File: config.mk
export PLATFORM = sky130hd
export DESIGN_NAME = whack_judge
export DESIGN_NICKNAME = d
export VERILOG_FILES = /design/src/rtl/whack_pkg.sv /design/src/rtl/keycode_to_hole.sv /design/src/rtl/whack_judge.sv
export SDC_FILE = /design/constraint.sdc
export NUM_CORES = 1
export LEC_CHECK = 0
export ABC_AREA = 1
export CORE_UTILIZATION = 55
export CTS_CLUSTER_DIAMETER = 40
export DETAILED_ROUTE_END_ITERATION = 7
export DONT_BUFFER_PORTS = 1
export GPL_ROUTABILITY_DRIVEN = 1
export PLACE_DENSITY = 0.69
export SYNTH_ARGS = -nofsm -noshare
export SYNTH_HDL_FRONTEND = slang
export SYNTH_SLANG_ARGS = --single-unit
export TNS_END_PERCENT = 5
File: constraint.sdc
create_clock -name clk -period 1.9 [get_ports clk]
set_input_delay 0.19 -clock clk [delete_from_list [all_inputs] [get_ports clk]]
set_output_delay 0.19 -clock clk [all_outputs]
set_load 0.02 [all_outputs]
File: src/rtl/whack_pkg.sv
// Shared constants and types for the whack-a-mole hit/miss judge.
package whack_pkg;

    localparam int unsigned NUM_HOLES = 10;

    typedef logic [3:0] hole_t;

    // Top-row digit make codes, holes 0..9
    localparam logic [7:0] KeyRow0 = 8'h45;
    localparam logic [7:0] KeyRow1 = 8'h16;
    localparam logic [7:0] KeyRow2 = 8'h1E;
    localparam logic [7:0] KeyRow3 = 8'h26;
    localparam logic [7:0] KeyRow4 = 8'h25;
    localparam logic [7:0] KeyRow5 = 8'h2E;
    localparam logic [7:0] KeyRow6 = 8'h36;
    localparam logic [7:0] KeyRow7 = 8'h3D;
    localparam logic [7:0] KeyRow8 = 8'h3E;
    localparam logic [7:0] KeyRow9 = 8'h46;

    // Keypad digit make codes, holes 0..9
    localparam logic [7:0] KeyPad0 = 8'h70;
    localparam logic [7:0] KeyPad1 = 8'h69;
    localparam logic [7:0] KeyPad2 = 8'h72;
    localparam logic [7:0] KeyPad3 = 8'h7A;
    localparam logic [7:0] KeyPad4 = 8'h6B;
    localparam logic [7:0] KeyPad5 = 8'h73;
    localparam logic [7:0] KeyPad6 = 8'h74;
    localparam logic [7:0] KeyPad7 = 8'h6C;
    localparam logic [7:0] KeyPad8 = 8'h75;
    localparam logic [7:0] KeyPad9 = 8'h7D;

endpackage

File: src/rtl/keycode_to_hole.sv
// Combinational PS/2 scan code to hole index decoder; E0-extended codes never match.
module keycode_to_hole
    import whack_pkg::*;
(
    input  logic [7:0] code_i,
    input  logic       ext_i,
    output logic       is_digit_o,
    output hole_t      hole_o
);

    always_comb begin
        is_digit_o = 1'b1;
        hole_o     = '0;
        case (code_i)
            KeyRow0, KeyPad0: hole_o = 4'd0;
            KeyRow1, KeyPad1: hole_o = 4'd1;
            KeyRow2, KeyPad2: hole_o = 4'd2;
            KeyRow3, KeyPad3: hole_o = 4'd3;
            KeyRow4, KeyPad4: hole_o = 4'd4;
            KeyRow5, KeyPad5: hole_o = 4'd5;
            KeyRow6, KeyPad6: hole_o = 4'd6;
            KeyRow7, KeyPad7: hole_o = 4'd7;
            KeyRow8, KeyPad8: hole_o = 4'd8;
            KeyRow9, KeyPad9: hole_o = 4'd9;
            default:          is_digit_o = 1'b0;
        endcase
        if (ext_i) begin
            is_digit_o = 1'b0;
        end
    end

endmodule

File: src/rtl/whack_judge.sv
// Two-stage hit/miss judge: stage 1 decodes the key and filters typematic repeats,
// stage 2 compares against the lit moles and updates whacked mask and streak.
module whack_judge
    import whack_pkg::hole_t;
#(
    parameter int unsigned NUM_HOLES  = whack_pkg::NUM_HOLES,
    parameter int unsigned STREAK_MAX = 9
) (
    input  logic                 clk,
    input  logic                 rst,
    input  logic                 key_valid,
    input  logic [8:0]           last_change,
    input  logic                 key_is_down,
    input  logic                 play_en,
    input  logic                 clear,
    input  logic [NUM_HOLES-1:0] mole,
    output logic                 hit,
    output logic                 miss,
    output hole_t                hole_idx,
    output logic [NUM_HOLES-1:0] whacked,
    output logic [3:0]           streak
);

    localparam logic [3:0] StreakMax = 4'(STREAK_MAX);

    logic  dec_digit;
    hole_t dec_hole;

    keycode_to_hole u_keycode_to_hole (
        .code_i     (last_change[7:0]),
        .ext_i      (last_change[8]),
        .is_digit_o (dec_digit),
        .hole_o     (dec_hole)
    );

    logic [NUM_HOLES-1:0] held_d, held_q;
    logic                 s1_valid_d, s1_valid_q;
    logic                 s1_make_d, s1_make_q;
    logic                 s1_fresh_d, s1_fresh_q;
    hole_t                s1_hole_d, s1_hole_q;

    // Stage 1: freshness is checked against held_q, so a same-hole make in the
    // very next cycle already sees the press recorded.
    always_comb begin
        held_d     = held_q;
        s1_valid_d = key_valid & dec_digit;
        s1_make_d  = key_is_down;
        s1_fresh_d = key_is_down & ~held_q[dec_hole];
        s1_hole_d  = dec_hole;
        if (s1_valid_d) begin
            held_d[dec_hole] = key_is_down;
        end
    end

    logic                 hit_d, hit_q;
    logic                 miss_d, miss_q;
    hole_t                hole_idx_d, hole_idx_q;
    logic [NUM_HOLES-1:0] whacked_d, whacked_q;
    logic [3:0]           streak_d, streak_q;
    logic                 judge;
    logic                 lit;
    logic [NUM_HOLES-1:0] strike_mask;

    always_comb begin
        judge       = s1_valid_q & s1_make_q & s1_fresh_q & play_en;
        lit         = mole[s1_hole_q] & ~whacked_q[s1_hole_q];
        hit_d       = judge & lit;
        miss_d      = judge & ~lit;
        strike_mask = '0;
        if (hit_d) begin
            strike_mask[s1_hole_q] = 1'b1;
        end
        // Masking with mole last makes clearing win over a same-cycle strike
        whacked_d  = (whacked_q | strike_mask) & mole;
        streak_d   = streak_q;
        hole_idx_d = hole_idx_q;
        if (judge) begin
            hole_idx_d = s1_hole_q;
            if (lit) begin
                streak_d = (streak_q >= StreakMax) ? StreakMax : streak_q + 4'd1;
            end else begin
                streak_d = '0;
            end
        end
        if (clear) begin
            streak_d   = '0;
            whacked_d  = '0;
            hole_idx_d = '0;
        end
    end

    always_ff @(posedge clk or posedge rst) begin
        if (rst) begin
            held_q     <= '0;
            s1_valid_q <= 1'b0;
            s1_make_q  <= 1'b0;
            s1_fresh_q <= 1'b0;
            s1_hole_q  <= '0;
            hit_q      <= 1'b0;
            miss_q     <= 1'b0;
            hole_idx_q <= '0;
            whacked_q  <= '0;
            streak_q   <= '0;
        end else begin
            held_q     <= held_d;
            s1_valid_q <= s1_valid_d;
            s1_make_q  <= s1_make_d;
            s1_fresh_q <= s1_fresh_d;
            s1_hole_q  <= s1_hole_d;
            hit_q      <= hit_d;
            miss_q     <= miss_d;
            hole_idx_q <= hole_idx_d;
            whacked_q  <= whacked_d;
            streak_q   <= streak_d;
        end
    end

    assign hit      = hit_q;
    assign miss     = miss_q;
    assign hole_idx = hole_idx_q;
    assign whacked  = whacked_q;
    assign streak   = streak_q;

endmodule

==> flow_metrics.py, run 1 <==
metrics = {
    "sta": {
        "setup_ws_ns": 0.0412,
        "fmax_mhz": 538,
        "slew_headroom_pct": 70.1,
        "whs_ns": 0.0128,
        "setup_violations": 0,
        "slew_violations": 0,
        "clock_skew_ns": 0.00915,
        "fin_crit_ns": 1.86,
        "finalCritPeriodShare_pct": 97.8,
        "worst_pin_slew_ns": 0.449,
        "fin_setup_tns_ns": 0,
        "hold_viol": 0,
    },
    "clocking": {
        "cts_buffers": 5,
        "clock_path_buffers": 2,
        "clkLatencyLatePin_ns": 0.29,
        "clockRootBuffer": "clkbuf_8",
        "clock-sinks": 37,
        "path_clk_slew_ns": 0.07,
        "h-tree-depth": 2,
        "cts_tree": "done",
    },
    "pwr": {
        "swShare_pct": 25.2,
        "power_mw": 1.44,
        "ir_worst_vdd_mv": 0.291,
        "total_leakage_power_nw": 1.26,
        "p_sw_mw": 0.364,
        "seqPwrFrac_pct": 55.5,
        "pwr-share-comb_pct": 9.6,
        "pwr-share-clk_pct": 34.9,
        "powerDensity_mw_per_mm2": 566,
        "intPower_mw": 1.08,
    },
    "die": {
        "fp.dieW_um": 66.3,
        "dieArea_mm2": 0.00439,
        "io_pins": 45,
        "rows": 23,
        "initial_core_util_pct": 57.2,
        "core_area_mm2": 0.00397,
        "die-height_um": 66.3,
    },
    "drt": {
        "first_pass_iters": 6,
        "avgRoutedWirePerCell_um": 13.0,
        "drt.antenna.violating_nets": 0,
        "via_per_inst": 5.26,
        "drt-initial-drc-count": 133,
        "drt_wl_total_um": 5020,
        "drc": 2,
        "vias": 2034,
    },
    "finish": {
        "antenna_cells": 0,
        "nNetsFinal": 366,
        "area_delta_synth_final_pct": 12.1,
        "fin_area_mm2": 0.00255,
        "fin_util_pct": 64.2,
        "register_area_um2": 926,
        "drive_above_1_share_pct": 16.0,
        "multi_input_area_mm2": 0.00119,
        "fin_cells": 387,
        "n_fill_cell": 338,
    },
    "yosys": {
        "synth-async-reset-ratio_pct": 100,
        "synth_edf_count": 0,
        "synth_cells": 323,
        "synthXorXnorAreaFrac_pct": 0.385,
        "synth_fa_ha_area_share_pct": 1.65,
        "synth-compound-area-share_pct": 9.47,
        "yosys.area_share.simple_pct": 38.6,
        "synth_fp_nets": 351,
        "ys_seq_area_share_pct": 40.7,
        "ys_ff_latch": 37,
        "synth_area_mm2": 0.00227,
        "yosysWarningCount": 0,
        "synth_mux_area_share_pct": 0,
        "ys_types": 29,
        "synth_top_family_by_area": "simple AND/OR/NAND/NOR gates",
        "ys.flop_type": "dfrtp_1",
        "postSynthAreaPerCell_um2": 7.04,
    },
    "place": {
        "dpl.cell_count": 375,
        "dp_slack_ns": 0.0636,
        "place_congestion": 0.882,
        "portBuffers": 0,
        "hpwl_um": 3690,
        "placed_area_mm2": 0.00236,
    },
    "run_status": {
        "status": "complete, but fails checks",
        "violations": "DRC",
    },
    "setup_path": {
        "start_kind": "flip-flop",
        "rr_startpoint": "s1_hole_q[0]$_DFF_PP0_",
        "crit_start": "s1_hole_q[0]$_DFF_PP0_",
        "crit_path_end_kind": "flip-flop",
        "cp.required_ns": 2.11,
        "critPathKind": "reg2reg",
        "cp.arrival_ns": 2.06,
        "path_max_fanout": 6,
    },
    "grt": {
        "grtUsageTotal_pct": 24.5,
        "globalRouteMet1Util_pct": 29.1,
        "antenna_found_initial": 0,
        "top_usage_layer": "met2",
        "overflow": 0,
        "met3_usage_pct": 7.07,
        "grt_pass1_wl_um": 8070,
        "use_met2_pct": 41.7,
        "grt_max_degree": 38,
        "grt_pass1_vias": 1886,
    },
    "min_path": {
        "min_path_type": "in2reg",
        "worstHoldStart": "mole[9]",
    },
    "flow_run": {
        "cap_violations": 0,
    },
}
## worst max-delay path: stages (launching register included)
cell and delay (ns):
dfrtp_1 0.43, nand2_1 0.20, o22ai_1 0.12, o21ai_1 0.17
nand2_1 0.09, nor2_2 0.15, nand2_2 0.10, nor2_4 0.14
buf_6 0.14, nand2_1 0.07, a21oi_2 0.16
## final cells by class
cell class / count / share of cell area [%]
clock buffers: 5 / 2.70
multi-input cells: 233 / 46.8
repair buffers: 13 / 4.42
well taps: 50 / 2.45
inverters: 48 / 7.07
clock inverters: 1 / 0.196
flip-flops and latches: 37 / 36.3
## state kept, by name, indices dropped and copies added, names as in the netlist
| name | flops |
|---|---|
| held_q | 10 |
| whacked | 10 |
| hole_idx | 4 |
| s1_hole_q | 4 |
| streak | 4 |
| hit | 1 |
| miss | 1 |
| s1_fresh_q | 1 |
| s1_make_q | 1 |
| s1_valid_q | 1 |
## logic make-up after synthesis
| group | count (synthesis) |
|---|---|
| flip-flops | 37 |
| adder cells (fa/ha/maj) | 3 |
| XOR/XNOR | 1 |
| buffers and inverters | 53 |
| AND/OR/NAND/NOR | 192 |
| AO/OA/AOI/OAI | 37 |
## power groups by stage
stage	registers, mW	clock network [mW]	logic (mW)
4_1_cts	0.800	0.515	0.130
3_5_place_dp	0.815	0	0.127
2_1_floorplan	0.814	0	0.108
3_3_place_gp	0.815	0	0.125
6_report	0.801	0.504	0.139
5_1_grt	0.801	0.552	0.159
## metal layers
| metal | wire, um | share of wire (%) | vias up |
|---|---|---|---|
| met1 | 2200 | 44 | 917 |
| met2 | 2540 | 51 | 46 |
| met3 | 225 | 4.5 | 6 |
| li1 | - | - | 1065 |
| met5 | 0 | 0 | - |
| met4 | 59 | 1.2 | 0 |
## Yosys cell counts, drive strengths merged (2+ instances only)
| master | instances | area, um^2 |
|---|---|---|
| o22ai | 4 | 25.0 |
| a21oi | 11 | 55.1 |
| o21ai | 14 | 73.8 |
| nand2 | 107 | 417 |
| nand4 | 19 | 119 |
| ha | 3 | 37.5 |
| a22oi | 5 | 37.5 |
| nor2 | 43 | 196 |
| dfrtp | 37 | 926 |
| nand3 | 18 | 103 |
| clkbuf | 3 | 11.3 |
| nor3 | 3 | 15.0 |
| inv | 47 | 176 |
| buf | 2 | 16.3 |
## repair_timing
action / in CTS / in global routing
hold buffers: 2 / 1
resized for setup: 0 / 22
buffers inserted: 0 / 2
setup endpoints to repair: 0 / 14
endpoints found under the hold margin: 38 / 1
## final timing paths
path	end	slack [ns]	depth (start not counted)
setup / recovery	whacked[3]$_DFF_PP0_	0.04	10
hold / removal	whacked[9]$_DFF_PP0_	0.01	2
setup reg to reg	whacked[3]$_DFF_PP0_	0.04	10
hold reg to reg	held_q[9]$_DFFE_PP0P_	0.48	2
max in group asynchronous	held_q[4]$_DFFE_PP0P_	1.13	3
min in group asynchronous	hole_idx[2]$_DFFE_PP0P_	0.44	3
## layout by cell type (no fill, tap or decap), types with 2 or more instances in the layout
master          n
nand2_1        97
inv_1          37
buf_6           2
nand4_1        19
ha_1            3
nor3_1          2
a21oi_1         9
nor2_2          6
nand3_1        17
o22ai_1         4
nor2_1         33
dfrtp_1        37
clkbuf_8        5
o21ai_0        10
nand2_4         2
dlygate4sd3_1   3
o21ai_1         3
nor2_4          4
buf_4           8
inv_2          10
nand2_2         8
a21oi_2         2
a22oi_1         4
Note: power is estimated with default switching activity, not from simulation.
==> inputs of run 2 (changes only) <==
--- a/config.mk
+++ b/config.mk
@@ -6,12 +6,12 @@
 export NUM_CORES = 1
 export LEC_CHECK = 0
 export ABC_AREA = 1
-export CORE_UTILIZATION = 55
+export CORE_UTILIZATION = 57
 export CTS_CLUSTER_DIAMETER = 40
 export DETAILED_ROUTE_END_ITERATION = 7
 export DONT_BUFFER_PORTS = 1
 export GPL_ROUTABILITY_DRIVEN = 1
-export PLACE_DENSITY = 0.69
+export PLACE_DENSITY = 0.74
 export SYNTH_ARGS = -nofsm -noshare
 export SYNTH_HDL_FRONTEND = slang
 export SYNTH_SLANG_ARGS = --single-unit
==> constraint.sdc (replaced) <==
create_clock -name clk -period 1.7 [get_ports clk]
set_input_delay 0.17 -clock clk [delete_from_list [all_inputs] [get_ports clk]]
set_output_delay 0.17 -clock clk [all_outputs]
set_load 0.02 [all_outputs]
==> flow_metrics.py, run 2 (same netlist as run 1, synthesis figures left out) <==
metrics = {
    "clocking": {
        "clockRootBuffer": "clkbuf_8",
        "cts_tree": "done",
        "clock_path_buffers": 2,
        "clock-sinks": 37,
        "clkLatencyLatePin_ns": 0.29,
        "h-tree-depth": 2,
        "path_clk_slew_ns": 0.07,
        "cts_buffers": 5,
    },
    "drt": {
        "vias": 2287,
        "drc": 0,
        "drt.antenna.violating_nets": 0,
        "drt_wl_total_um": 6050,
        "avgRoutedWirePerCell_um": 14.9,
        "first_pass_iters": 4,
        "drt-initial-drc-count": 235,
        "via_per_inst": 5.62,
    },
    "run_status": {
        "status": "complete, but fails checks",
        "violations": "setup timing",
    },
    "finish": {
        "antenna_cells": 0,
        "layout_common_cells": "nand2_1, dfrtp_1, inv_1",
        "final_common_cell": "nand2_1",
        "area_delta_synth_final_pct": 22.6,
        "fin_util_pct": 74.5,
        "nNetsFinal": 387,
        "drive_above_1_share_pct": 24.0,
    },
    "pwr": {
        "power_mw": 1.71,
        "pwr-share-clk_pct": 36.3,
        "intPower_mw": 1.28,
        "total_leakage_power_nw": 1.37,
        "p_sw_mw": 0.431,
        "seqPwrFrac_pct": 52.4,
        "swShare_pct": 25.2,
        "powerDensity_mw_per_mm2": 614,
        "pwr-share-comb_pct": 11.3,
        "ir_worst_vdd_mv": 0.524,
    },
    "setup_path": {
        "cp_slowest_stage_delay_ns": 0.41,
        "rr_startpoint": "s1_hole_q[0]$_DFF_PP0_",
        "slowest_stage": "dfrtp_2",
        "start_kind": "flip-flop",
        "critPathKind": "reg2reg",
        "cp.required_ns": 1.88,
        "cp.arrival_ns": 2.11,
        "worstReg2RegEnd": "whacked[7]$_DFF_PP0_",
        "crit_chain": "inv_2, nand2_2, inv_1, a22oi_1, nand3_1, nand2_1, nand3_2, nand2_2, nor2_4, buf_6, nand2_1, a21oi_2",
        "worstRegToRegCells": 12,
        "crit_path_end_kind": "flip-flop",
        "path_max_fanout": 6,
        "r2r_slack_ns": -0.23,
    },
    "sta": {
        "clock_skew_ns": 0.00633,
        "fmax_mhz": 518,
        "setup_ws_ns": -0.230,
        "whs_ns": 0.0131,
        "slew_headroom_pct": 69.0,
        "grt_setup_unrepaired": "true",
        "hold_viol": 0,
        "setup_violations": 16,
        "finalCritPeriodShare_pct": 114,
        "fin_setup_tns_ns": -2.47,
        "worst_pin_slew_ns": 0.465,
        "slew_violations": 0,
        "fin_crit_ns": 1.93,
    },
    "die": {
        "io_pins": 45,
        "rows": 22,
        "dieArea_mm2": 0.00425,
        "core_area_mm2": 0.00374,
        "initial_core_util_pct": 60.7,
        "fp.dieW_um": 65.2,
        "die-height_um": 65.2,
    },
    "min_path": {
        "min_path_type": "in2reg",
        "hold_path_depth": 2,
        "min_to": "whacked[2]$_DFF_PP0_",
        "worstHoldStart": "mole[2]",
    },
    "grt": {
        "grtUsageTotal_pct": 29.1,
        "grt_max_degree": 38,
        "overflow": 0,
        "antenna_found_initial": 0,
        "grt_pass1_wl_um": 9320,
        "grt_pass1_vias": 2126,
    },
    "place": {
        "hpwl_um": 3780,
        "dp_slack_ns": -0.0571,
        "place_congestion": 0.855,
        "portBuffers": 0,
    },
    "flow_run": {
        "cap_violations": 0,
    },
}
==> run 2: routing by layer <==
metal	vias up	wire length [um]	track usage (%)
li1	1102	-	-
met1	1069	2430	34.6
met2	97	3080	50.3
met3	19	369	6.77
met4	0	174	12.2
met5	-	0	0
==> run 2: what timing repair did <==
item | 4_1_cts | 5_1_grt
gates cloned | 1 | 0
hold buffers | 10 | 0
setup endpoints to repair | 14 | 15
hold endpoints to repair | 46 | 0
setup buffers | 3 | 1
gates resized for setup | 23 | 17
pin swaps | 6 | 9
==> run 2: critical path: cells and delay by family (launching register included) <==
| kind | cells | cell delay, ns |
|---|---|---|
| simple gates | 7 | 0.82 |
| buf+inv | 3 | 0.30 |
| compound gates | 2 | 0.30 |
| flops | 1 | 0.41 |
==> run 2: stage by stage <==
step / instances / instance area [um^2]
2_1_floorplan: 323 / 2270
3_3_place_gp: 385 / 2450
3_5_place_dp: 385 / 2450
4_1_cts: 406 / 2730
5_1_grt: 407 / 2790
6_report: 407 / 2790
==> run 2: power groups by stage <==
stage          clock (mW)  sequential [mW]  combinational [mW]
2_1_floorplan           0            0.910               0.121
3_3_place_gp            0            0.911               0.147
3_5_place_dp            0            0.911               0.149
4_1_cts             0.635            0.895               0.176
5_1_grt             0.679            0.896               0.214
6_report            0.621            0.896               0.193
==> run 2: worst max-delay path by stage <==
stage / startpoint / end / slack [ns] / depth (start not counted)
2_1_floorplan: s1_hole_q[0]$_DFF_PP0_ / whacked[8]$_DFF_PP0_ / 0.08 / 10
3_3_place_gp: s1_hole_q[1]$_DFF_PP0_ / whacked[7]$_DFF_PP0_ / 0.06 / 13
6_report: s1_hole_q[0]$_DFF_PP0_ / whacked[7]$_DFF_PP0_ / -0.23 / 12
3_5_place_dp: s1_hole_q[1]$_DFF_PP0_ / whacked[2]$_DFF_PP0_ / -0.06 / 13
5_1_grt: s1_hole_q[1]$_DFF_PP0_ / whacked[7]$_DFF_PP0_ / -0.24 / 13
4_1_cts: s1_hole_q[1]$_DFF_PP0_ / miss$_DFF_PP0_ / -0.008 / 11
==> run 2: cell type report <==
type	instances	area [um^2]
sequential	37	927
inverter	48	180
timing repair buffer	34	292
clock buffer	7	86.3
fill	287	956
tap	48	60.1
multi-input combinational	233	1240
